--- src/rtl/ram_arbiter_pkg.sv ---
// ============================================================================
// Module      : ram_arbiter_pkg
// Description : Shared widths, FSM state encoding and requester indices for
//               the two-port RAM arbiter.
// Revision    : 1.0 - initial release
// ============================================================================
`default_nettype none

`ifndef MEMORY_WORD_SIZE
`define MEMORY_WORD_SIZE 8
`endif
`ifndef RAM_SIZE
`define RAM_SIZE 8
`endif

package ram_arbiter_pkg;

    localparam int WORD_W = `MEMORY_WORD_SIZE;
    localparam int ADDR_W = `RAM_SIZE;

    typedef enum logic [1:0] {
        ST_IDLE = 2'd0,
        ST_OWN0 = 2'd1,
        ST_OWN1 = 2'd2
    } state_t;

    localparam logic REQ_M0 = 1'b0;
    localparam logic REQ_M1 = 1'b1;

endpackage

`default_nettype wire

--- src/rtl/ram_arbiter_if.sv ---
// ============================================================================
// Module      : ram_arbiter_if
// Description : Requester handshakes plus RAM-side bus of the arbiter.
// Revision    : 1.0 - initial release
// ============================================================================
`default_nettype none

interface ram_arbiter_if
    import ram_arbiter_pkg::*;
#(
    parameter int DW = WORD_W,
    parameter int AW = ADDR_W
);
    logic          m0_req, m0_we, m0_lock;
    logic [AW-1:0] m0_addr;
    logic [DW-1:0] m0_wdata;
    logic          m0_gnt, m0_rvalid;
    logic [DW-1:0] m0_rdata;

    logic          m1_req, m1_we, m1_lock;
    logic [AW-1:0] m1_addr;
    logic [DW-1:0] m1_wdata;
    logic          m1_gnt, m1_rvalid;
    logic [DW-1:0] m1_rdata;

    logic          ram_we;
    logic [AW-1:0] ram_addr;
    logic [DW-1:0] ram_din;
    logic [DW-1:0] ram_dout;

    modport slave (
        input  m0_req, m0_we, m0_lock, m0_addr, m0_wdata,
        output m0_gnt, m0_rvalid, m0_rdata,
        input  m1_req, m1_we, m1_lock, m1_addr, m1_wdata,
        output m1_gnt, m1_rvalid, m1_rdata,
        output ram_we, ram_addr, ram_din,
        input  ram_dout
    );

    modport master (
        output m0_req, m0_we, m0_lock, m0_addr, m0_wdata,
        input  m0_gnt, m0_rvalid, m0_rdata,
        output m1_req, m1_we, m1_lock, m1_addr, m1_wdata,
        input  m1_gnt, m1_rvalid, m1_rdata
    );

    modport ram (
        input  ram_we, ram_addr, ram_din,
        output ram_dout
    );

endinterface

`default_nettype wire

--- src/rtl/ram_arbiter.sv ---
// ============================================================================
// Module      : ram_arbiter
// Description : Two-requester arbiter for a single-port synchronous RAM with
//               lock-based ownership. Define RAM_ARB_RR_EN for round-robin
//               contention handling; otherwise requester 0 has fixed priority.
// Revision    : 1.0 - initial release
// ============================================================================
`default_nettype none

`ifndef MEMORY_WORD_SIZE
`define MEMORY_WORD_SIZE 8
`endif
`ifndef RAM_SIZE
`define RAM_SIZE 8
`endif

module ram_arbiter
    import ram_arbiter_pkg::*;
#(
    parameter int MEMORY_WORD_SIZE = `MEMORY_WORD_SIZE,
    parameter int RAM_SIZE         = `RAM_SIZE
) (
    input  wire logic    clk,
    input  wire logic    rst_n,
    ram_arbiter_if.slave bus
);

    state_t                      r_state;
    state_t                      w_state_nxt;
    logic                        w_gnt0;
    logic                        w_gnt1;
    logic                        w_pick1;
    logic [RAM_SIZE-1:0]         r_addr;
    logic [MEMORY_WORD_SIZE-1:0] r_din;
    logic                        r_rv0;
    logic                        r_rv1;

`ifdef RAM_ARB_RR_EN
    // Requester that wins the next contention in IDLE.
    logic r_rr_pri;

    always_ff @(posedge clk or negedge rst_n) begin
        if (!rst_n) begin
            r_rr_pri <= REQ_M0;
        end else if (w_gnt0) begin
            r_rr_pri <= REQ_M1;
        end else if (w_gnt1) begin
            r_rr_pri <= REQ_M0;
        end
    end

    assign w_pick1 = (r_rr_pri == REQ_M1);
`else
    assign w_pick1 = 1'b0;
`endif

    // Grants are masked during reset so nothing reaches the RAM.
    always_comb begin
        w_gnt0      = 1'b0;
        w_gnt1      = 1'b0;
        w_state_nxt = r_state;
        if (rst_n) begin
            case (r_state)
                ST_IDLE: begin
                    if (bus.m0_req && bus.m1_req) begin
                        w_gnt0 = !w_pick1;
                        w_gnt1 = w_pick1;
                    end else begin
                        w_gnt0 = bus.m0_req;
                        w_gnt1 = bus.m1_req;
                    end
                    if (w_gnt0 && bus.m0_lock) begin
                        w_state_nxt = ST_OWN0;
                    end else if (w_gnt1 && bus.m1_lock) begin
                        w_state_nxt = ST_OWN1;
                    end
                end
                ST_OWN0: begin
                    w_gnt0 = bus.m0_req;
                    if (!bus.m0_lock) begin
                        w_state_nxt = ST_IDLE;
                    end
                end
                ST_OWN1: begin
                    w_gnt1 = bus.m1_req;
                    if (!bus.m1_lock) begin
                        w_state_nxt = ST_IDLE;
                    end
                end
                default: w_state_nxt = ST_IDLE;
            endcase
        end
    end

    always_ff @(posedge clk or negedge rst_n) begin
        if (!rst_n) begin
            r_state <= ST_IDLE;
            r_addr  <= '0;
            r_din   <= '0;
            r_rv0   <= 1'b0;
            r_rv1   <= 1'b0;
        end else begin
            r_state <= w_state_nxt;
            if (w_gnt0) begin
                r_addr <= bus.m0_addr;
                r_din  <= bus.m0_wdata;
            end else if (w_gnt1) begin
                r_addr <= bus.m1_addr;
                r_din  <= bus.m1_wdata;
            end
            r_rv0 <= w_gnt0 && !bus.m0_we;
            r_rv1 <= w_gnt1 && !bus.m1_we;
        end
    end

    assign bus.m0_gnt    = w_gnt0;
    assign bus.m1_gnt    = w_gnt1;
    assign bus.ram_we    = (w_gnt0 && bus.m0_we) || (w_gnt1 && bus.m1_we);
    // Idle cycles keep presenting the last granted address/data.
    assign bus.ram_addr  = w_gnt0 ? bus.m0_addr  : (w_gnt1 ? bus.m1_addr  : r_addr);
    assign bus.ram_din   = w_gnt0 ? bus.m0_wdata : (w_gnt1 ? bus.m1_wdata : r_din);
    assign bus.m0_rvalid = r_rv0;
    assign bus.m1_rvalid = r_rv1;
    assign bus.m0_rdata  = r_rv0 ? bus.ram_dout : '0;
    assign bus.m1_rdata  = r_rv1 ? bus.ram_dout : '0;

endmodule

`default_nettype wire
--- src/flat_wrapper.sv ---
// flat-port wrapper written by rule: the top's interface ports become plain ports
module ram_arbiter_flat import ram_arbiter_pkg::*;
#(
    parameter int MEMORY_WORD_SIZE = `MEMORY_WORD_SIZE,
    parameter int RAM_SIZE         = `RAM_SIZE
)
  (clk, rst_n, bus_m0_req, bus_m0_we, bus_m0_lock, bus_m0_addr, bus_m0_wdata, bus_m0_gnt, bus_m0_rvalid, bus_m0_rdata, bus_m1_req, bus_m1_we, bus_m1_lock, bus_m1_addr, bus_m1_wdata, bus_m1_gnt, bus_m1_rvalid, bus_m1_rdata, bus_ram_we, bus_ram_addr, bus_ram_din, bus_ram_dout);
  ram_arbiter_if bus_i ();
  input  wire logic clk;
  input  wire logic rst_n;
  input wire logic [$bits(bus_i.m0_req)-1:0] bus_m0_req;
  input wire logic [$bits(bus_i.m0_we)-1:0] bus_m0_we;
  input wire logic [$bits(bus_i.m0_lock)-1:0] bus_m0_lock;
  input wire logic [$bits(bus_i.m0_addr)-1:0] bus_m0_addr;
  input wire logic [$bits(bus_i.m0_wdata)-1:0] bus_m0_wdata;
  output wire logic [$bits(bus_i.m0_gnt)-1:0] bus_m0_gnt;
  output wire logic [$bits(bus_i.m0_rvalid)-1:0] bus_m0_rvalid;
  output wire logic [$bits(bus_i.m0_rdata)-1:0] bus_m0_rdata;
  input wire logic [$bits(bus_i.m1_req)-1:0] bus_m1_req;
  input wire logic [$bits(bus_i.m1_we)-1:0] bus_m1_we;
  input wire logic [$bits(bus_i.m1_lock)-1:0] bus_m1_lock;
  input wire logic [$bits(bus_i.m1_addr)-1:0] bus_m1_addr;
  input wire logic [$bits(bus_i.m1_wdata)-1:0] bus_m1_wdata;
  output wire logic [$bits(bus_i.m1_gnt)-1:0] bus_m1_gnt;
  output wire logic [$bits(bus_i.m1_rvalid)-1:0] bus_m1_rvalid;
  output wire logic [$bits(bus_i.m1_rdata)-1:0] bus_m1_rdata;
  output wire logic [$bits(bus_i.ram_we)-1:0] bus_ram_we;
  output wire logic [$bits(bus_i.ram_addr)-1:0] bus_ram_addr;
  output wire logic [$bits(bus_i.ram_din)-1:0] bus_ram_din;
  input wire logic [$bits(bus_i.ram_dout)-1:0] bus_ram_dout;
  assign bus_i.m0_req = bus_m0_req;
  assign bus_i.m0_we = bus_m0_we;
  assign bus_i.m0_lock = bus_m0_lock;
  assign bus_i.m0_addr = bus_m0_addr;
  assign bus_i.m0_wdata = bus_m0_wdata;
  assign bus_m0_gnt = bus_i.m0_gnt;
  assign bus_m0_rvalid = bus_i.m0_rvalid;
  assign bus_m0_rdata = bus_i.m0_rdata;
  assign bus_i.m1_req = bus_m1_req;
  assign bus_i.m1_we = bus_m1_we;
  assign bus_i.m1_lock = bus_m1_lock;
  assign bus_i.m1_addr = bus_m1_addr;
  assign bus_i.m1_wdata = bus_m1_wdata;
  assign bus_m1_gnt = bus_i.m1_gnt;
  assign bus_m1_rvalid = bus_i.m1_rvalid;
  assign bus_m1_rdata = bus_i.m1_rdata;
  assign bus_ram_we = bus_i.ram_we;
  assign bus_ram_addr = bus_i.ram_addr;
  assign bus_ram_din = bus_i.ram_din;
  assign bus_i.ram_dout = bus_ram_dout;
  ram_arbiter #(.MEMORY_WORD_SIZE(MEMORY_WORD_SIZE), .RAM_SIZE(RAM_SIZE)) u_core (.clk(clk), .rst_n(rst_n), .bus(bus_i));
endmodule
--- config.mk ---
export PLATFORM = sky130hd
export DESIGN_NAME = ram_arbiter_flat
export DESIGN_NICKNAME = d
export VERILOG_FILES = /design/src/rtl/ram_arbiter_pkg.sv /design/src/rtl/ram_arbiter_if.sv /design/src/rtl/ram_arbiter.sv /design/src/flat_wrapper.sv
export SDC_FILE = /design/constraint.sdc
export NUM_CORES = 1
export LEC_CHECK = 0
export ABC_AREA = 1
export CAP_MARGIN = 10
export CORE_ASPECT_RATIO = 2
export CORE_MARGIN = 8
export CORE_UTILIZATION = 25
export DETAILED_ROUTE_END_ITERATION = 8
export HOLD_SLACK_MARGIN = 0.1
export PLACE_DENSITY = 0.59
export SETUP_SLACK_MARGIN = 0.1
export SKIP_LAST_GASP = 1
export SLEW_MARGIN = 20
export SYNTH_ARGS = -nofsm -noshare
export SYNTH_HDL_FRONTEND = slang
export SYNTH_SLANG_ARGS = --single-unit
--- constraint.sdc ---
create_clock -name clk -period 2.5 [get_ports clk]
set_input_delay 0.5 -clock clk [delete_from_list [all_inputs] [get_ports clk]]
set_output_delay 0.5 -clock clk [all_outputs]
set_load 0.02 [all_outputs]
==> reports/qor.txt, run 1 <==
Die Area: 8080 µm²
Worst-Margin Slew: 0.291 ns
R2R cell count: 6
core area: 5140 µm²
worst-path maximum fanout: 2
pin count of the biggest net entering global routing: 12
Total Wirelength: 4.73 mm
commonest cells after routing, fill and taps aside: 72 x nand2_1, 62 x clkdlybuf4s50_1, 51 x inv_1
DRC: 0
RSZ-0062 raised after global routing: false
final hold vios: 0
clock skew: 0.00252 ns
worst endpoint data arrival time: 1.70 ns
Hold WS: 0.271 ns
Final GP Congestion: 0.779
layout cell share with drive strength beyond 1: 17.9%
Yosys top cell by area: dfrtp_1
Final Util: 46.7%
vias in the first global route: 1700
post-DP HPWL: 3.86 mm
Synth Instances: 205
Yosys reg bits: 20
setup slack at placement: -0.316 ns
minimum clock period: 2.20 ns
fin. max-slew vios: 0
worst-skew pair later-pin latency: 0.25 ns
Starting Density: 26.0%
clock sinks: 20
crit path kind: primary input to output port
Die H: 119 µm
Area contributors post-synth: dfrtp_1 37%, nand2_1 21%, inv_1 14%, nand4_1 8.0%, nand3_1 7.5%
area of the multi-input gates: 594 µm²
power density over cell area: 821 nW/µm²
synthesized area: 1340 µm²
TritonRoute pass-1 iters: 4
Yosys cell types: 17
maximum clock rate: 0.455 GHz
I/O pins: 85
deepest clock path buffer count: 2
Ys Warns: 0
CP endpoint: bus_m0_rdata[7]
CTS tree: built
part of the Yosys area used for sequential elements: 37.5%
status: completed
Critical R2R Capture: u_core.r_din[2]
Nets: 356
hold_buf cts: 0
DR vias: 1573
setup violators final: 0
root buffer cell: clkbuf_8
top-area cell type share of the netlist area: 37.5%
Pleak: 1.37 nW
cell area after placement: 2350 µm²
Area Overhead vs Synth: 79.6%
global-route wire length before repair: 7.75 mm
Final period util: 88.0%
initial antenna violation count: 0
Fillers: 549
relative slew slack: 80.6%
CTS HTree Levels: 1
slack of the critical path: 0.300 ns
Worst Hold Class: primary input to asynchronous set/reset pin
Buffers on Ports: 84
setup TNS: 0 ns
Overflow after GRT: 0
most common cell after layout, fill and taps aside: nand2_1
DR vias/cell: 4.31
drt wl/cell: 12.9 µm
Worst Path Required: 2.00 ns
Iteration-0 DRC Markers: 39
crit end category: output port
R2R setup slack: 1.09 ns
Ant. Diodes: 0
num rows: 37
Reg clk slew, reported paths: 0.08 ns
FF/Latch Area: 500 µm²
critical path launch point: bus_ram_dout[7]
number of max-cap violations: 0
syn_area_per_cell: 6.52 µm²
reg2reg start: u_core.r_state[0]
Syn Nets: 253
TritonCTS buffer count: 3
Max rail drop VDD: 0.441 mV
post-route ant nets: 0
post-route cell area: 2400 µm²
Chip Width: 67.7 µm
GRT Util Overall: 11.9%
startpoint types: primary input
## what timing repair did
item                                    CTS  global route
gates resized for setup                  62             9
endpoints found under the setup margin   19            11
gates cloned                              1             0
pin swaps                                 2             0
buffers inserted                          1             0
## flip-flops by register name, indices dropped and copies added (netlist names)
name                  cells
u_core.r_addr             8
u_core.r_din              8
u_core.r_state            2
u_core.bus.m0_rvalid      1
u_core.bus.m1_rvalid      1
## synthesized netlist by cell type
cell,n
nand4_1,17
nand3_1,20
buf_6,1
nor3_1,1
nand2_1,73
dfrtp_1,20
nand2_4,1
nand3_4,2
clkinv_2,1
and2_1,1
nand2_2,4
inv_1,51
clkbuf_1,2
buf_2,1
nor2_1,3
inv_2,3
buf_4,4
## per-layer routing
| layer | vias to the layer above | wire, µm | track usage, % |
|---|---|---|---|
| li1 | 822 | - | - |
| met1 | 700 | 1730 | 11.7 |
| met2 | 49 | 2610 | 23.0 |
| met3 | 2 | 325 | 1.97 |
| met4 | 0 | 59 | 3.82 |
| met5 | - | 0 | 0 |
## cell families after synthesis
family                 after synthesis  synth area share [%]
AND/OR/NAND/NOR                    122                  43.0
buffers and inverters               63                  19.6
flip-flops                          20                  37.5
## worst min path at each step
| stage | startpoint | endpoint | slack, ns |
|---|---|---|---|
| finish | rst_n | u_core.r_addr[6] | 0.27 |
| global route | rst_n | u_core.r_addr[6] | 0.29 |
| CTS | u_core.r_addr[7] | u_core.r_addr[7] | 0.58 |
| detailed placement | u_core.r_addr[7] | u_core.r_addr[7] | 0.56 |
| global placement | u_core.r_addr[2] | u_core.r_addr[2] | 0.56 |
| floorplan | rst_n | u_core.bus.m0_rvalid | 0.20 |
## power by group
group | switching [W] | internal, W | total (W) | leakage, nW
Sequential | 0.0000646 | 0.000471 | 0.000536 | 0.242
Combinational | 0.000686 | 0.000504 | 0.00119 | 1.10
Clock | 0.000105 | 0.000140 | 0.000245 | 0.0288
Total | 0.000856 | 0.00111 | 0.00197 | 1.37
## layout make-up
type,count,share of cell area [%]
flip-flops and latches,20,20.9
well taps,58,3.02
repair buffers,105,40.4
inverters,55,8.71
clock buffers,4,2.29
multi-input cells,123,24.8
## worst max-delay path, cell delays in order
cell	delay (ns)
clkdlybuf4s50_1	0.47
nand2_1	0.05
inv_1	0.06
clkdlybuf4s50_1	0.61
## stage by stage
step | power (W) | cells
after global placement | 0.00181 | 359
after detailed placement | 0.00182 | 359
final | 0.00197 | 365
after floorplan | 0.00120 | 205
after CTS | 0.00200 | 365
after global routing | 0.00213 | 365
(Power assumes the default switching activity.)
==> run 2: changes to the inputs <==
SKIP_CTS_REPAIR_TIMING = 1   (was unset)
==> run 2 against run 1 <==
Combinational power up 8%. Cell count up 2.2%. Sequential cell count unchanged.
==> reports/qor.txt, run 2 (synthesized netlist as in run 1, its figures left out) <==
met2 wire length: 2.70 mm
RSZ-0062 raised after global routing: true
Area Overhead vs Synth: 89.9%
met3 WL: 359 µm
Die H: 119 µm
P_sw: 0.000855 W
Critical R2R Capture: u_core.r_din[6]
core area: 5140 µm²
Int Power: 0.00121 W
minimum clock period: 2.24 ns
Final Util: 49.4%
Fillers: 524
Starting Density: 26.0%
Metal-1 WL: 1.67 mm
Iteration-0 DRC Markers: 35
root buffer cell: clkbuf_8
R2R cell count: 8
DR vias: 1617
initial antenna violation count: 0
Final period util: 89.4%
maximum clock rate: 0.447 GHz
WP buf/inv: 4
Top cell by count, worst path: inv_2
post-route ant nets: 0
Overflow after GRT: 0
most common cell after layout, fill and taps aside: nand2_1
Nets: 364
number of max-cap violations: 0
clock sinks: 20
Max rail drop VDD: 0.479 mV
Die Area: 8080 µm²
final hold vios: 0
crit path kind: register to output port
Final GP Congestion: 0.779
Worst Hold Class: primary input to asynchronous set/reset pin
CTS HTree Levels: 1
CP endpoint: bus_m0_gnt
crit end category: output port
worst-path maximum fanout: 5
critical path launch point: u_core.r_state[1]
clock skew: 0.00313 ns
GRT Util Overall: 11.5%
layout cell share with drive strength beyond 1: 15.2%
TritonRoute pass-1 iters: 4
relative slew slack: 80.5%
Clock power frac: 11.8%
CTS tree: built
power density over cell area: 813 nW/µm²
slack of the critical path: 0.264 ns
status: completed
DRC: 0
Critical Path Max Stage Delay: 0.61 ns
commonest cells after routing, fill and taps aside: 71 x nand2_1, 64 x clkdlybuf4s50_1, 51 x inv_1
worst-skew pair later-pin latency: 0.25 ns
vias in the first global route: 1690
fin. max-slew vios: 0
largest registers: u_core.r_addr (8), u_core.r_din (8), u_core.r_state (2)
setup violators final: 0
Worst Path Required: 2.00 ns
drt wl/cell: 12.8 µm
CP Depth: 5
Worst-Margin Slew: 0.292 ns
DR vias/cell: 4.34
Critical-path top delay cell: clkdlybuf4s50_1
Pleak: 1.56 nW
cell family with most CP delay: buffers and inverters
switch share: 41.5%
deepest clock path buffer count: 2
Flop pwr share: 26.0%
global-route wire length before repair: 7.56 mm
Total Wirelength: 4.79 mm
worst endpoint data arrival time: 1.74 ns
R2R setup slack: 1.08 ns
startpoint types: register
post-DP HPWL: 3.86 mm
TritonCTS buffer count: 3
Gate power share: 62.2%
Ant. Diodes: 0
reg2reg start: u_core.r_state[0]
Buffers on Ports: 84
Reg clk slew, reported paths: 0.07 ns
I/O pins: 85
pin count of the biggest net entering global routing: 19
cell chain of the critical path: inv_2 -> nand3_4 -> inv_2 -> buf_4 -> clkdlybuf4s50_1
num rows: 37
Max Used Layer: met4
Chip Width: 67.7 µm
setup slack at placement: -0.316 ns
==> run 2: worst min path at each step <==
| stage | slack (ns) | to |
|---|---|---|
| detailed placement | 0.56 | u_core.r_addr[7] |
| CTS | 0.58 | u_core.r_addr[7] |
| floorplan | 0.20 | u_core.bus.m0_rvalid |
| global route | 0.29 | u_core.r_addr[6] |
| finish | 0.27 | u_core.r_addr[6] |
| global placement | 0.56 | u_core.r_addr[2] |
==> run 2: worst reg2reg max path, delay by kind of cell, from the launching register on <==
kind | cells | cell delay (ns)
buf+inv | 4 | 0.58
flops | 1 | 0.44
simple gates | 4 | 0.35
==> run 2: through the flow <==
step	hold WS, ns	power, W	instances	instance area (µm²)	setup TNS, ns
6_report	0.267	0.00206	373	2540	0
5_1_grt	0.293	0.00222	373	2540	0
4_1_cts	0.582	0.00208	363	2400	-5.41
3_5_place_dp	0.560	0.00182	359	2350	-5.41
3_3_place_gp	0.559	0.00181	359	2350	-5.04
2_1_floorplan	0.204	0.00120	205	1340	0
==> run 2: metal layers <==
metal / vias to the layer above / GRT usage [%]
li1: 833 / -
met1: 724 / 11.1
met2: 56 / 22.4
met3: 4 / 2.16
met4: 0 / 3.82
met5: - / 0
==> run 2: final cells by class <==
cell class / instances / area, µm² / area share, %
Inverter: 55 / 209 / 8.23
Clock buffer: 4 / 55.1 / 2.17
Sequential cell: 20 / 500 / 19.7
Tap cell: 58 / 72.6 / 2.86
Multi-Input combinational cell: 123 / 589 / 23.2
Timing Repair Buffer: 113 / 1110 / 43.8
==> run 2: power by group through the flow <==
stage | clock network, W | registers, W | logic (W)
3_5_place_dp | 0 | 0.000545 | 0.00128
4_1_cts | 0.000254 | 0.000538 | 0.00128
5_1_grt | 0.000270 | 0.000551 | 0.00140
2_1_floorplan | 0 | 0.000525 | 0.000676
3_3_place_gp | 0 | 0.000538 | 0.00127
6_report | 0.000244 | 0.000536 | 0.00128
